--- config.mk ---
export PLATFORM = sky130hd
export DESIGN_NAME = easyaxi_slv_rd_ctrl_flat
export DESIGN_NICKNAME = d
export VERILOG_FILES = /design/src/rtl/easyaxi_slv_rd_ctrl_pkg.sv /design/src/rtl/easyaxi_slv_rd_ctrl_if.sv /design/src/rtl/easyaxi_burst_addr.sv /design/src/rtl/easyaxi_slv_rd_ctrl.sv /design/src/flat_wrapper.sv
export SDC_FILE = /design/constraint.sdc
export NUM_CORES = 1
export LEC_CHECK = 0
export ABC_AREA = 1
export BUFFER_PORTS_ARGS = -buffer_cell sky130_fd_sc_hd__buf_2
export CORE_AREA = 3 3 238 240
export CTS_CLUSTER_SIZE = 14
export DETAILED_ROUTE_END_ITERATION = 8
export DIE_AREA = 0 0 241 243
export PLACE_DENSITY = 0.59
export SLEW_MARGIN = 10
export SYNTH_ARGS = -nofsm -noshare
export SYNTH_HDL_FRONTEND = slang
export SYNTH_SLANG_ARGS = --single-unit
export TNS_END_PERCENT = 100
--- constraint.sdc ---
create_clock -name clk -period 7.1 [get_ports clk]
set_clock_uncertainty 0.2 [all_clocks]
set_input_delay 0 -clock clk [delete_from_list [all_inputs] [get_ports clk]]
set_output_delay 0 -clock clk [all_outputs]
set_load 0.01 [all_outputs]
--- src/rtl/easyaxi_slv_rd_ctrl_pkg.sv ---
// Shared AXI widths, encodings and the outstanding-queue entry
// used by the easyaxi read-slave slice.
package easyaxi_slv_rd_ctrl_pkg;

    localparam int AXI_ID_W    = 4;
    localparam int AXI_ADDR_W  = 32;
    localparam int AXI_DATA_W  = 32;
    localparam int AXI_LEN_W   = 8;
    localparam int AXI_SIZE_W  = 3;
    localparam int AXI_BURST_W = 2;
    localparam int AXI_RESP_W  = 2;
    localparam int AXI_USER_W  = 4;

    localparam logic [AXI_BURST_W-1:0] AXI_BURST_FIXED = 2'b00;
    localparam logic [AXI_BURST_W-1:0] AXI_BURST_INCR  = 2'b01;
    localparam logic [AXI_BURST_W-1:0] AXI_BURST_WRAP  = 2'b10;

    localparam logic [AXI_RESP_W-1:0] AXI_RESP_OKAY   = 2'b00;
    localparam logic [AXI_RESP_W-1:0] AXI_RESP_SLVERR = 2'b10;
    localparam logic [AXI_RESP_W-1:0] AXI_RESP_DECERR = 2'b11;

    localparam logic [AXI_SIZE_W-1:0] AXI_SIZE_1B = 3'd0;
    localparam logic [AXI_SIZE_W-1:0] AXI_SIZE_2B = 3'd1;
    localparam logic [AXI_SIZE_W-1:0] AXI_SIZE_4B = 3'd2;

    typedef enum logic {
        R_IDLE,
        R_SEND
    } r_state_e;

    typedef struct packed {
        logic [AXI_ID_W-1:0]    id;
        logic [AXI_ADDR_W-1:0]  addr;
        logic [AXI_LEN_W-1:0]   len;
        logic [AXI_SIZE_W-1:0]  size;
        logic [AXI_BURST_W-1:0] burst;
        logic [AXI_USER_W-1:0]  user;
        logic                   err;
    } ost_ent_t;

    function automatic logic wrap_len_ok(input logic [AXI_LEN_W-1:0] len);
        return (len == 8'd1) || (len == 8'd3) ||
               (len == 8'd7) || (len == 8'd15);
    endfunction

endpackage

--- src/rtl/easyaxi_slv_rd_ctrl_if.sv ---
// AR/R channel bundle between a read master and the read slave.
// Signal names match the existing easyaxi slave port names.
interface easyaxi_slv_rd_ctrl_if;
    import easyaxi_slv_rd_ctrl_pkg::*;

    logic                   axi_slv_arvalid;
    logic                   axi_slv_arready;
    logic [AXI_ID_W-1:0]    axi_slv_arid;
    logic [AXI_ADDR_W-1:0]  axi_slv_araddr;
    logic [AXI_LEN_W-1:0]   axi_slv_arlen;
    logic [AXI_SIZE_W-1:0]  axi_slv_arsize;
    logic [AXI_BURST_W-1:0] axi_slv_arburst;
    logic [AXI_USER_W-1:0]  axi_slv_aruser;
    logic                   axi_slv_rvalid;
    logic                   axi_slv_rready;
    logic [AXI_ID_W-1:0]    axi_slv_rid;
    logic [AXI_DATA_W-1:0]  axi_slv_rdata;
    logic [AXI_RESP_W-1:0]  axi_slv_rresp;
    logic                   axi_slv_rlast;
    logic [AXI_USER_W-1:0]  axi_slv_ruser;

    modport master (
        output axi_slv_arvalid, axi_slv_arid, axi_slv_araddr,
        output axi_slv_arlen, axi_slv_arsize, axi_slv_arburst,
        output axi_slv_aruser, axi_slv_rready,
        input  axi_slv_arready, axi_slv_rvalid, axi_slv_rid,
        input  axi_slv_rdata, axi_slv_rresp, axi_slv_rlast,
        input  axi_slv_ruser
    );

    modport slave (
        input  axi_slv_arvalid, axi_slv_arid, axi_slv_araddr,
        input  axi_slv_arlen, axi_slv_arsize, axi_slv_arburst,
        input  axi_slv_aruser, axi_slv_rready,
        output axi_slv_arready, axi_slv_rvalid, axi_slv_rid,
        output axi_slv_rdata, axi_slv_rresp, axi_slv_rlast,
        output axi_slv_ruser
    );

endinterface

--- src/rtl/easyaxi_burst_addr.sv ---
// Next-beat address for FIXED/INCR/WRAP bursts plus a WRAP-length
// legality flag; shared by read and write side slaves.
module easyaxi_burst_addr
    import easyaxi_slv_rd_ctrl_pkg::*;
(
    input  logic [AXI_ADDR_W-1:0]  addr,
    input  logic [AXI_LEN_W-1:0]   len,
    input  logic [AXI_SIZE_W-1:0]  size,
    input  logic [AXI_BURST_W-1:0] burst,
    output logic [AXI_ADDR_W-1:0]  next_addr,
    output logic                   wrap_ok
);

    logic [AXI_ADDR_W-1:0] bytes;
    logic [AXI_ADDR_W-1:0] mask;
    logic [AXI_ADDR_W-1:0] incr_addr;

    always_comb begin
        bytes     = AXI_ADDR_W'(1) << size;
        mask      = bytes * (AXI_ADDR_W'(len) + AXI_ADDR_W'(1))
                    - AXI_ADDR_W'(1);
        wrap_ok   = wrap_len_ok(len);
        incr_addr = (addr & ~(bytes - AXI_ADDR_W'(1))) + bytes;
        next_addr = incr_addr;
        // Illegal WRAP lengths and the reserved encoding walk as INCR.
        unique case (1'b1)
            (burst == AXI_BURST_FIXED): next_addr = addr;
            (burst == AXI_BURST_WRAP) && wrap_ok:
                next_addr = (addr & ~mask) | ((addr + bytes) & mask);
            default: next_addr = incr_addr;
        endcase
    end

endmodule

--- src/rtl/easyaxi_slv_rd_ctrl.sv ---
// AXI read slave: in-order AR queue feeding an R burst engine whose
// beat data is the beat address, so a master bench can self-check.
module easyaxi_slv_rd_ctrl
    import easyaxi_slv_rd_ctrl_pkg::*;
#(
    parameter int                    OST_DEPTH     = 4,
    parameter logic [AXI_ADDR_W-1:0] ERR_ADDR_BASE = 32'h0000_1000
) (
    input  logic                  clk,
    input  logic                  rst_n,
    easyaxi_slv_rd_ctrl_if.slave  axi
);

    localparam int PTR_W = $clog2(OST_DEPTH);
    localparam int CNT_W = PTR_W + 1;

    ost_ent_t              mem [OST_DEPTH];
    logic [PTR_W-1:0]      wr_ptr_q;
    logic [PTR_W-1:0]      rd_ptr_q;
    logic [CNT_W-1:0]      cnt_q;
    logic                  full;
    logic                  empty;
    logic                  push;
    logic                  pop;
    ost_ent_t              ar_ent;
    ost_ent_t              head;
    ost_ent_t              nxt_head;

    r_state_e              state_q;
    r_state_e              state_d;
    logic [AXI_ADDR_W-1:0] beat_addr_q;
    logic [3:0]            beat_cnt_q;
    logic                  load;
    logic                  adv;
    ost_ent_t              load_ent;
    logic [AXI_ADDR_W-1:0] next_addr;
    logic                  wrap_ok;
    logic                  send;
    logic                  last;
    logic                  resp_err;

    assign full  = (cnt_q == CNT_W'(OST_DEPTH));
    assign empty = (cnt_q == '0);
    assign push  = axi.axi_slv_arvalid & ~full;
    assign send  = (state_q == R_SEND);
    assign last  = (beat_cnt_q == head.len[3:0]);
    assign pop   = send & axi.axi_slv_rready & last;

    assign head     = mem[rd_ptr_q];
    assign nxt_head = mem[rd_ptr_q + PTR_W'(1)];

    always_comb begin
        ar_ent       = '0;
        ar_ent.id    = axi.axi_slv_arid;
        ar_ent.addr  = axi.axi_slv_araddr;
        ar_ent.len   = axi.axi_slv_arlen;
        ar_ent.size  = axi.axi_slv_arsize;
        ar_ent.burst = axi.axi_slv_arburst;
        ar_ent.user  = axi.axi_slv_aruser;
        ar_ent.err   = (axi.axi_slv_araddr >= ERR_ADDR_BASE);
    end

    always_ff @(posedge clk or negedge rst_n) begin
        if (!rst_n) begin
            for (int i = 0; i < OST_DEPTH; i++) mem[i] <= '0;
            wr_ptr_q <= '0;
            rd_ptr_q <= '0;
            cnt_q    <= '0;
        end else begin
            if (push) begin
                mem[wr_ptr_q] <= ar_ent;
                wr_ptr_q      <= wr_ptr_q + PTR_W'(1);
            end
            if (pop) rd_ptr_q <= rd_ptr_q + PTR_W'(1);
            cnt_q <= cnt_q + CNT_W'(push) - CNT_W'(pop);
        end
    end

    easyaxi_burst_addr u_burst_addr (
        .addr      (beat_addr_q),
        .len       (head.len),
        .size      (head.size),
        .burst     (head.burst),
        .next_addr (next_addr),
        .wrap_ok   (wrap_ok)
    );

    always_comb begin
        state_d  = state_q;
        load     = 1'b0;
        adv      = 1'b0;
        load_ent = head;
        unique case (state_q)
            R_IDLE: begin
                if (!empty) begin
                    load    = 1'b1;
                    state_d = R_SEND;
                end
            end
            R_SEND: begin
                if (axi.axi_slv_rready && !last) begin
                    adv = 1'b1;
                end else if (axi.axi_slv_rready) begin
                    // A push in this same cycle is not yet in cnt_q.
                    if (cnt_q > CNT_W'(1)) begin
                        load     = 1'b1;
                        load_ent = nxt_head;
                    end else begin
                        state_d = R_IDLE;
                    end
                end
            end
            default: state_d = R_IDLE;
        endcase
    end

    always_ff @(posedge clk or negedge rst_n) begin
        if (!rst_n) begin
            state_q     <= R_IDLE;
            beat_addr_q <= '0;
            beat_cnt_q  <= '0;
        end else begin
            state_q <= state_d;
            if (load) begin
                beat_addr_q <= load_ent.addr;
                beat_cnt_q  <= '0;
            end else if (adv) begin
                beat_addr_q <= next_addr;
                beat_cnt_q  <= beat_cnt_q + 4'd1;
            end
        end
    end

    assign resp_err = head.err |
                      ((head.burst == AXI_BURST_WRAP) & ~wrap_ok);

    assign axi.axi_slv_arready = ~full;
    assign axi.axi_slv_rvalid  = send;
    assign axi.axi_slv_rlast   = send & last;
    assign axi.axi_slv_rid     = send ? head.id : '0;
    assign axi.axi_slv_ruser   = send ? head.user : '0;
    assign axi.axi_slv_rdata   = send ? AXI_DATA_W'(beat_addr_q) : '0;
    assign axi.axi_slv_rresp   = !send   ? AXI_RESP_OKAY :
                                 resp_err ? AXI_RESP_SLVERR :
                                            AXI_RESP_OKAY;

endmodule

--- src/flat_wrapper.sv ---
// flat-port wrapper written by rule: the top's interface ports become plain ports
module easyaxi_slv_rd_ctrl_flat import easyaxi_slv_rd_ctrl_pkg::*;
#(
    parameter int                    OST_DEPTH     = 4,
    parameter logic [AXI_ADDR_W-1:0] ERR_ADDR_BASE = 32'h0000_1000
)
  (clk, rst_n, axi_axi_slv_arvalid, axi_axi_slv_arid, axi_axi_slv_araddr, axi_axi_slv_arlen, axi_axi_slv_arsize, axi_axi_slv_arburst, axi_axi_slv_aruser, axi_axi_slv_rready, axi_axi_slv_arready, axi_axi_slv_rvalid, axi_axi_slv_rid, axi_axi_slv_rdata, axi_axi_slv_rresp, axi_axi_slv_rlast, axi_axi_slv_ruser);
  easyaxi_slv_rd_ctrl_if axi_i ();
  input  logic clk;
  input  logic rst_n;
  input wire logic [$bits(axi_i.axi_slv_arvalid)-1:0] axi_axi_slv_arvalid;
  input wire logic [$bits(axi_i.axi_slv_arid)-1:0] axi_axi_slv_arid;
  input wire logic [$bits(axi_i.axi_slv_araddr)-1:0] axi_axi_slv_araddr;
  input wire logic [$bits(axi_i.axi_slv_arlen)-1:0] axi_axi_slv_arlen;
  input wire logic [$bits(axi_i.axi_slv_arsize)-1:0] axi_axi_slv_arsize;
  input wire logic [$bits(axi_i.axi_slv_arburst)-1:0] axi_axi_slv_arburst;
  input wire logic [$bits(axi_i.axi_slv_aruser)-1:0] axi_axi_slv_aruser;
  input wire logic [$bits(axi_i.axi_slv_rready)-1:0] axi_axi_slv_rready;
  output wire logic [$bits(axi_i.axi_slv_arready)-1:0] axi_axi_slv_arready;
  output wire logic [$bits(axi_i.axi_slv_rvalid)-1:0] axi_axi_slv_rvalid;
  output wire logic [$bits(axi_i.axi_slv_rid)-1:0] axi_axi_slv_rid;
  output wire logic [$bits(axi_i.axi_slv_rdata)-1:0] axi_axi_slv_rdata;
  output wire logic [$bits(axi_i.axi_slv_rresp)-1:0] axi_axi_slv_rresp;
  output wire logic [$bits(axi_i.axi_slv_rlast)-1:0] axi_axi_slv_rlast;
  output wire logic [$bits(axi_i.axi_slv_ruser)-1:0] axi_axi_slv_ruser;
  assign axi_i.axi_slv_arvalid = axi_axi_slv_arvalid;
  assign axi_i.axi_slv_arid = axi_axi_slv_arid;
  assign axi_i.axi_slv_araddr = axi_axi_slv_araddr;
  assign axi_i.axi_slv_arlen = axi_axi_slv_arlen;
  assign axi_i.axi_slv_arsize = axi_axi_slv_arsize;
  assign axi_i.axi_slv_arburst = axi_axi_slv_arburst;
  assign axi_i.axi_slv_aruser = axi_axi_slv_aruser;
  assign axi_i.axi_slv_rready = axi_axi_slv_rready;
  assign axi_axi_slv_arready = axi_i.axi_slv_arready;
  assign axi_axi_slv_rvalid = axi_i.axi_slv_rvalid;
  assign axi_axi_slv_rid = axi_i.axi_slv_rid;
  assign axi_axi_slv_rdata = axi_i.axi_slv_rdata;
  assign axi_axi_slv_rresp = axi_i.axi_slv_rresp;
  assign axi_axi_slv_rlast = axi_i.axi_slv_rlast;
  assign axi_axi_slv_ruser = axi_i.axi_slv_ruser;
  easyaxi_slv_rd_ctrl #(.OST_DEPTH(OST_DEPTH), .ERR_ADDR_BASE(ERR_ADDR_BASE)) u_core (.clk(clk), .rst_n(rst_n), .axi(axi_i));
endmodule
=== After elaboration in Yosys (flattened, before gate mapping) ===
Cells that the tools add are included.

* $add $sub $neg: 10
* $mul: 1
* Magnitude comparators: 6
* Equal/unequal tests: 8
* Shift-type cells: 1
* Mux-type cells: 33
* Bitwise operators: 18
* Reduce and logical (&&, ||, !) cells: 11

{| class="wikitable"
|+ Operators by type and width
! kind !! count
|-
| $mux 50 || 6
|-
| $bmux 54 s2 || 2
|-
| $bwmux 216 || 1
|-
| $mux 54 || 3
|-
| $demux 54 s2 || 1
|-
| $and 32x32->32 || 3
|-
| $mux 32 || 3
|-
| $add 32x32->32 || 2
|-
| $not 32->32 || 2
|-
| $pmux 32 s2 || 1
|-
| $sub 32x1->32 const B || 2
|-
| $ge 32x13->1 const B || 1
|-
| $mul 32x9->32 || 1
|-
| $or 32x32->32 || 1
|-
| $shl 1x3->32 const A || 1
|-
| $mux 4 || 4
|-
| $add 8x1->9 const B || 1
|-
| $ge 3x3->1 const B || 3
|-
| $not 2->3 || 3
|-
| $eq 8x1->1 const B || 1
|-
| $eq 8x2->1 const B || 1
|-
| $eq 8x3->1 const B || 1
|-
| $eq 8x4->1 const B || 1
|-
| $mux 1 || 8
|-
| 22 further kinds || 35
|}

* Register bits after elaboration: 260
* Input port bits: 57
* Output and inout port bits: 45
* Logic and storage cells: 122

=== Depth between registers and ports, before layout ===
Gate-level depths: netlist of run 1.

* Word-level depth: 13
* Mapped depth: 38
* Gate-level depth less buffers: 36

=== Hierarchy ===
A second synthesis of run 1 with hierarchy kept.

* Cells, all modules: 2803
* Area, all modules: 20204.4 um2

{| class="wikitable"
|+ By module, submodules not included
! module !! times used !! cells an instance !! area each (um2)
|-
| easyaxi_slv_rd_ctrl || 1 || 1622 || 13494.2
|-
| easyaxi_burst_addr || 1 || 1181 || 6710.2
|}

=== Worst setup path after synthesis of run 1 ===
Ideal clock, no wire load.

* Kind: register -> register
* From: register u_core.rd_ptr_q[0]
* To: register (tool-made name)
* Data arrival time: 6.181 ns
* Data required time: 6.823 ns
* Setup slack: 0.642 ns
* Stages on the path, launching flop included: 36
* Buffers on the path: 4
* Cell sequence: dfrtp_1 -> buf_6 -> buf_6 -> buf_12 -> nor2_2 -> nor2_2 -> nor2_8 -> nand2_1 -> nor2_1 -> nand2_1 -> fa_1 -> inv_1 -> fa_1 -> inv_1 -> fa_1 -> inv_1 -> fa_1 -> inv_1 -> fa_1 -> inv_1 -> ha_1 -> nand2_1 -> inv_1 -> a21oi_1 -> o21ai_0 -> nand4_1 -> nand2_1 -> nand2_1 -> nand2_1 -> a21oi_1 -> and2_1 -> buf_1 -> nand2_1 -> nand2_1 -> nand2_1 -> a21oi_1

{| class="wikitable"
|+ RTL lines
! what !! RTL line !! RTL
|-
| start, declared || easyaxi_slv_rd_ctrl.sv:19 || <nowiki>logic [PTR_W-1:0] rd_ptr_q;</nowiki>
|-
| start signal, assigned || easyaxi_slv_rd_ctrl.sv:74 || <nowiki>if (pop) rd_ptr_q <= rd_ptr_q + PTR_W'(1);</nowiki>
|}

==> results of run 1 <==
-- repair_timing --
action / 4_1_cts / 5_1_grt
hold buffers: 64 / 0
gates resized for setup: 0 / 19
hold endpoints to repair: 318 / 0
setup buffers: 0 / 5
setup endpoints to repair: 0 / 20
-- metrics by stage --
step,cell area (um^2),std cells
after detailed placement,20300,3250
final,22000,3372
after global routing,22000,3372
after CTS,21900,3365
after floorplan,19100,2514
after global placement,20300,3250
-- worst max-delay path by stage --
stage,start,to,slack [ns],cells after the start
final,u_core.rd_ptr_q[0]$_DFFE_PN0P_,flop,0.45,31
after global routing,u_core.rd_ptr_q[0]$_DFFE_PN0P_,flop,-0.03,30
after CTS,u_core.rd_ptr_q[0]$_DFFE_PN0P_,flop,0.10,34
after detailed placement,u_core.rd_ptr_q[0]$_DFFE_PN0P_,flop,0.11,34
after global placement,u_core.rd_ptr_q[0]$_DFFE_PN0P_,flop,0.21,34
after floorplan,u_core.rd_ptr_q[0]$_DFFE_PN0P_,flop,0.64,35
-- kinds of logic (layout without fill, tap and decap cells) --
logic type                 Yosys count  after routing  share of synthesized area
and+or+nand+nor                    962            962                      0.220
AOI/OAI and AO/OA                  534            535                      0.162
buffers and inverters              503            655                      0.105
DFF                                260            260                      0.341
adders and majority gates          135            135                      0.107
muxes                               68             68                     0.0401
xor gates and xnor gates            51             51                     0.0234
other                                1              2                   0.000197
-- Yosys cell counts (5+ instances only) --
cell      number  area (um^2)
o221ai_1      26          228
buf_6          8         90.1
xor2_1        35          307
nor2_2         7         43.8
o22ai_1       78          488
nor2_4         8         90.1
nor3_1        17         85.1
nand2_1      603         2260
o211ai_1       8         60.1
nand3_1      117          586
o21ai_1       24          120
clkbuf_1      78          293
fa_1          48          961
inv_1        373         1400
nand2_4        5         56.3
nand3_2        6         60.1
nand3_4        6          105
nand2_2       17          106
o31ai_1       21          158
inv_2          8         30.0
a21oi_1      110          551
buf_2          9         45.0
o21bai_1       5         37.5
xnor2_1       16          140
dfrtp_1      260         6510
inv_4          6         37.5
a22oi_1        5         37.5
nor2_1       142          533
nor4_1         7         43.8
mux2_2        68          766
o21ai_0      224         1120
buf_1         13         48.8
ha_1          87         1090
a221oi_1       8         70.1
nand4_1       15         93.8
-- routing by layer --
| layer | wire [um] | vias to the layer above | global-route usage |
|---|---|---|---|
| li1 | - | 8460 | - |
| met1 | 27300 | 8472 | 0.283 |
| met2 | 27900 | 579 | 0.331 |
| met3 | 3850 | 96 | 0.0305 |
| met4 | 1320 | 0 | 0.0475 |
| met5 | 0 | - | 0 |
-- final cells by class --
| type | instances | area share |
|---|---|---|
| antenna | 1 | 0.000114 |
| clock buffer | 42 | 0.0388 |
| clock inverter | 9 | 0.00301 |
| inverter | 390 | 0.0672 |
| multi-input combinational | 1752 | 0.484 |
| sequential | 260 | 0.296 |
| tap | 704 | 0.0400 |
| timing repair buffer | 214 | 0.0712 |
-- worst max-delay path: cells and delay by family, from the launching register on --
family | cells | cell delay, ns
adder cells (fa/ha/maj) | 6 | 2.67
buffers and inverters | 10 | 1.03
AO/OA/AOI/OAI | 6 | 0.95
XOR/XNOR | 1 | 0.28
AND/OR/NAND/NOR | 8 | 0.80
flip-flops | 1 | 0.55
==> results.cfg, run 1 <==
[placed_design]
hpwl_mm = 42.2
port-buffer-count = 100
post-place-ws_ns = 0.109
gp_congestion = 0.899

[worst_setup_path]
cp_data_arrival_time_ns = 6.90
worstRegToRegCells = 31
end_kind = flop
critPathMostFrequentCell = inv_1
startpoint_type = flop
slowest_stage = dfrtp_4
cp.required_ns = 7.35
r2r_setup_slack_ns = 0.45
crit_type = flop to flop
max_stage_delay_ns = 0.55
crit_fanout = 16
timing.rr.start = u_core.rd_ptr_q[0]$_DFFE_PN0P_

[floorplan]
rows = 86
ioPinCount = 102
die-area_um2 = 58600
start_util = 0.348
die_h_um = 243
core_um2 = 54900
dieWidth_um = 241

[hold_path]
hold_path_depth = 4
hold_end = u_core.mem[109]$_DFFE_PN0P_
min_from = axi_axi_slv_aruser[0]
min_path_type = input pin to flop

[final_layout]
multi_input_area_um2 = 10700
final_nets = 2840
fill_cells = 5615
layout_commonest_cell = nand2_1
regArea_um2 = 6510
syn2layout_area_growth_pct = 15.5
final_util = 0.401
final_cell_mix = 602 x nand2_1, 372 x inv_1, 258 x dfrtp_1, 223 x o21ai_0, 136 x nor2_1
final_layout_size_suffix_gt1_frac = 0.136

[grt]
antenna_found_initial = 1
grt_max_degree = 181
grt_pass1_vias = 17322
gr-usage-all-layers = 0.203
overflow = 0
grt_pass1_wl_mm = 95.7

[clock_tree]
htreeDepth = 1
clock_sinks = 260
cts_tree = yes
clk_latency_ns = 0.57
clk_pin_slew_ns = 0.06
cts_buffers = 30
cts.path.max_buffers = 3
root_buffer = clkbuf_16

[timing]
hold_viol_final = 0
period_share = 0.936
max-slew-margin-rel = 0.212
tightest_slew_ns = 1.18
setup_viol = 0
fin_crit_ns = 6.65
slew_viol_final = 0
tns_ns = 0
fmax_ghz = 0.150
holdWs_ns = 0.00767
worst_slack_ns = 0.453

[logic_synthesis]
yosysWarnings = 0
async_flop_share = 1.00
ys_seq_area_frac = 0.341
postSynthCellCount = 2514
synth_seq_cells = 260
synthesis.nets = 2706
synth.avg_cell_area_um2 = 7.59
synth-main-ff-cell = dfrtp_1
syn-cell-area_um2 = 19100
synth_edf_count = 0
ys_types = 65

[route]
wire_per_inst_um = 17.9
drc = 0
drt_wl_total_mm = 60.3
vias = 17607
viasPerCell = 5.22
drtPass1Iterations = 7
drt-initial-drc-count = 1245
ant_nets = 0

[outcome]
status = completed

[job]
cap_violations = 0
Power of run 1 is not shown: default switching activity piles up to over one toggle a cycle in this logic, so the estimate is an artifact.
==> inputs of run 2 (changes only) <==
--- a/config.mk
+++ b/config.mk
@@ -6,12 +6,13 @@
 export NUM_CORES = 1
 export LEC_CHECK = 0
 export ABC_AREA = 1
-export BUFFER_PORTS_ARGS = -buffer_cell sky130_fd_sc_hd__buf_2
-export CORE_AREA = 3 3 238 240
+export BUFFER_PORTS_ARGS = -buffer_cell sky130_fd_sc_hd__buf_4
+export CORE_AREA = 3 3 284 202
 export CTS_CLUSTER_SIZE = 14
 export DETAILED_ROUTE_END_ITERATION = 8
-export DIE_AREA = 0 0 241 243
+export DIE_AREA = 0 0 287 205
 export PLACE_DENSITY = 0.59
+export RECOVER_POWER = 25
 export SLEW_MARGIN = 10
 export SYNTH_ARGS = -nofsm -noshare
 export SYNTH_HDL_FRONTEND = slang
==> run 2 against run 1 <==
The run now ends with max-capacitance violations, max-slew violations left. Critical path depth grew 3. Via count rose by 2.2%. Hold slack better by 0.0029 ns. Fmax is 0.29% lower. Final area rose by 0.98%. Clock-buffer cell count decreased by 4. Sequential share of layout area decreased by 0.29 points. Register-to-register slack worse by 0.02 ns. Setup slack got worse by 0.019 ns.
==> results.cfg, run 2 (synthesized netlist as in run 1, its figures left out) <==
[final_layout]
final_cell_mix = 602 x nand2_1, 372 x inv_1, 258 x dfrtp_1, 223 x o21ai_0, 145 x buf_4
fin_cells = 3400
syn2layout_area_growth_pct = 16.6
layout_commonest_cell = nand2_1
final_layout_size_suffix_gt1_frac = 0.135
final_nets = 2831
antenna_cells = 0

[timing]
slew_viol_final = 298
tns_ns = 0
fmax_ghz = 0.150
setup_viol = 0
hold_viol_final = 0
tightest_slew_ns = 4.67
period_share = 0.939
grt_setup_unrepaired = no
fin_crit_ns = 6.67
max-slew-margin-rel = -2.12

[worst_setup_path]
critPathMostFrequentCell = nand2_1
timing.rr.start = u_core.rd_ptr_q[0]$_DFFE_PN0P_
cp_top_family = adder cells
crit_fanout = 12
slowest_stage = dfrtp_4
cp.required_ns = 7.38
worstRegToRegCells = 34
crit_type = flop to flop
crit_start = u_core.rd_ptr_q[0]$_DFFE_PN0P_
worst-path-buf-inv = 8
crit_cells = 34
r2r_setup_slack_ns = 0.43
end_kind = flop
cp_data_arrival_time_ns = 6.95
startpoint_type = flop
max_stage_delay_ns = 0.55

[grt]
antenna_found_initial = 0
grt_pass1_wl_mm = 97.5
grt_max_degree = 179
gr-usage-all-layers = 0.207
grt_pass1_vias = 17370
overflow = 0

[route]
vias = 17986
drt_wl_total_mm = 61.7
ant_nets = 0
viasPerCell = 5.29
drtPass1Iterations = 6
drt-initial-drc-count = 1786
drc = 0
wire_per_inst_um = 18.2

[clock_tree]
htreeDepth = 1
cts.path.max_buffers = 3
cts_tree = yes
root_buffer = clkbuf_16
clock_sinks = 260
clk_latency_ns = 0.57
cts_buffers = 28
clk_pin_slew_ns = 0.07

[floorplan]
dieWidth_um = 287
die-area_um2 = 58800
start_util = 0.347
core_um2 = 55000
die_h_um = 205
rows = 72
ioPinCount = 102

[placed_design]
dpl.cell_count = 3287
port-buffer-count = 100
hpwl_mm = 43.8
gp_congestion = 0.943

[outcome]
status = finished, violations left
violations = max-capacitance violations, max-slew violations

[hold_path]
hold_path_depth = 4
min_path_type = input pin to flop

[job]
cap_violations = 3
==> run 2: cell count changes in the layout (fill, tap and decap cells not counted), moves of 2 or more <==
cell,previous run,this run
bufinv_16,0,5
buf_12,2,0
buf_2,99,0
buf_4,47,145
inv_6,0,2
dlygate4sd3_1,63,57
clkbuf_1,6,9
clkinvlp_4,4,2
clkbuf_8,6,4
==> run 2: layout make-up <==
type | count | area [um^2]
sequential | 260 | 6510
fill | 5619 | 32700
timing repair buffer | 207 | 1680
clock buffer | 38 | 800
clock inverter | 13 | 199
multi-input combinational | 1752 | 10600
inverter | 390 | 1480
tap | 740 | 926
==> run 2: worst min-delay path by stage <==
stage / startpoint / to
after floorplan: rst_n / asynchronous set/reset pin
after global placement: rst_n / u_core.mem[57]$_DFFE_PN0P_
after detailed placement: rst_n / u_core.mem[165]$_DFFE_PN0P_
after CTS: axi_axi_slv_araddr[11] / u_core.mem[29]$_DFFE_PN0P_
after global routing: axi_axi_slv_arlen[3] / u_core.mem[175]$_DFFE_PN0P_
final: axi_axi_slv_araddr[11] / u_core.mem[29]$_DFFE_PN0P_
==> run 2: what timing repair did <==
item / CTS / global route
endpoints found under the setup margin: 0 / 22
hold endpoints to repair: 308 / 0
setup buffers: 0 / 3
gates resized for setup: 0 / 18
hold buffers: 58 / 0
==> run 2: worst register-to-register path: cells and delay by family, from the launching register on <==
| kind | cells | cell delay (ns) |
|---|---|---|
| XOR/XNOR | 1 | 0.18 |
| AO/OA/AOI/OAI | 4 | 0.66 |
| AND/OR/NAND/NOR | 14 | 1.24 |
| adder cells (fa/ha/maj) | 7 | 3.12 |
| flip-flops | 1 | 0.55 |
| buffers and inverters | 8 | 0.63 |
==> run 2: layer usage <==
layer | up-vias | wire length [um] | GRT usage | share of wire
li1 | 8428 | - | - | -
met1 | 8727 | 29200 | 0.309 | 0.47
met2 | 744 | 26500 | 0.317 | 0.43
met3 | 87 | 5000 | 0.0313 | 0.081
met4 | 0 | 1120 | 0.0391 | 0.018
met5 | - | 0 | 0 | 0
==> run 2: metrics by stage <==
step	instance area, um^2	hold slack (ns)	utilization	setup slack (ns)
after floorplan	19100	-0.496	-	0.642
after global placement	20600	-0.164	0.375	0.211
after detailed placement	20600	-0.169	0.375	0.0899
after CTS	22200	0.00103	0.404	0.0349
after global routing	22200	0.0247	0.405	0.0165
final	22200	0.0106	0.405	0.433
Power of run 2 is left out for the same reason.
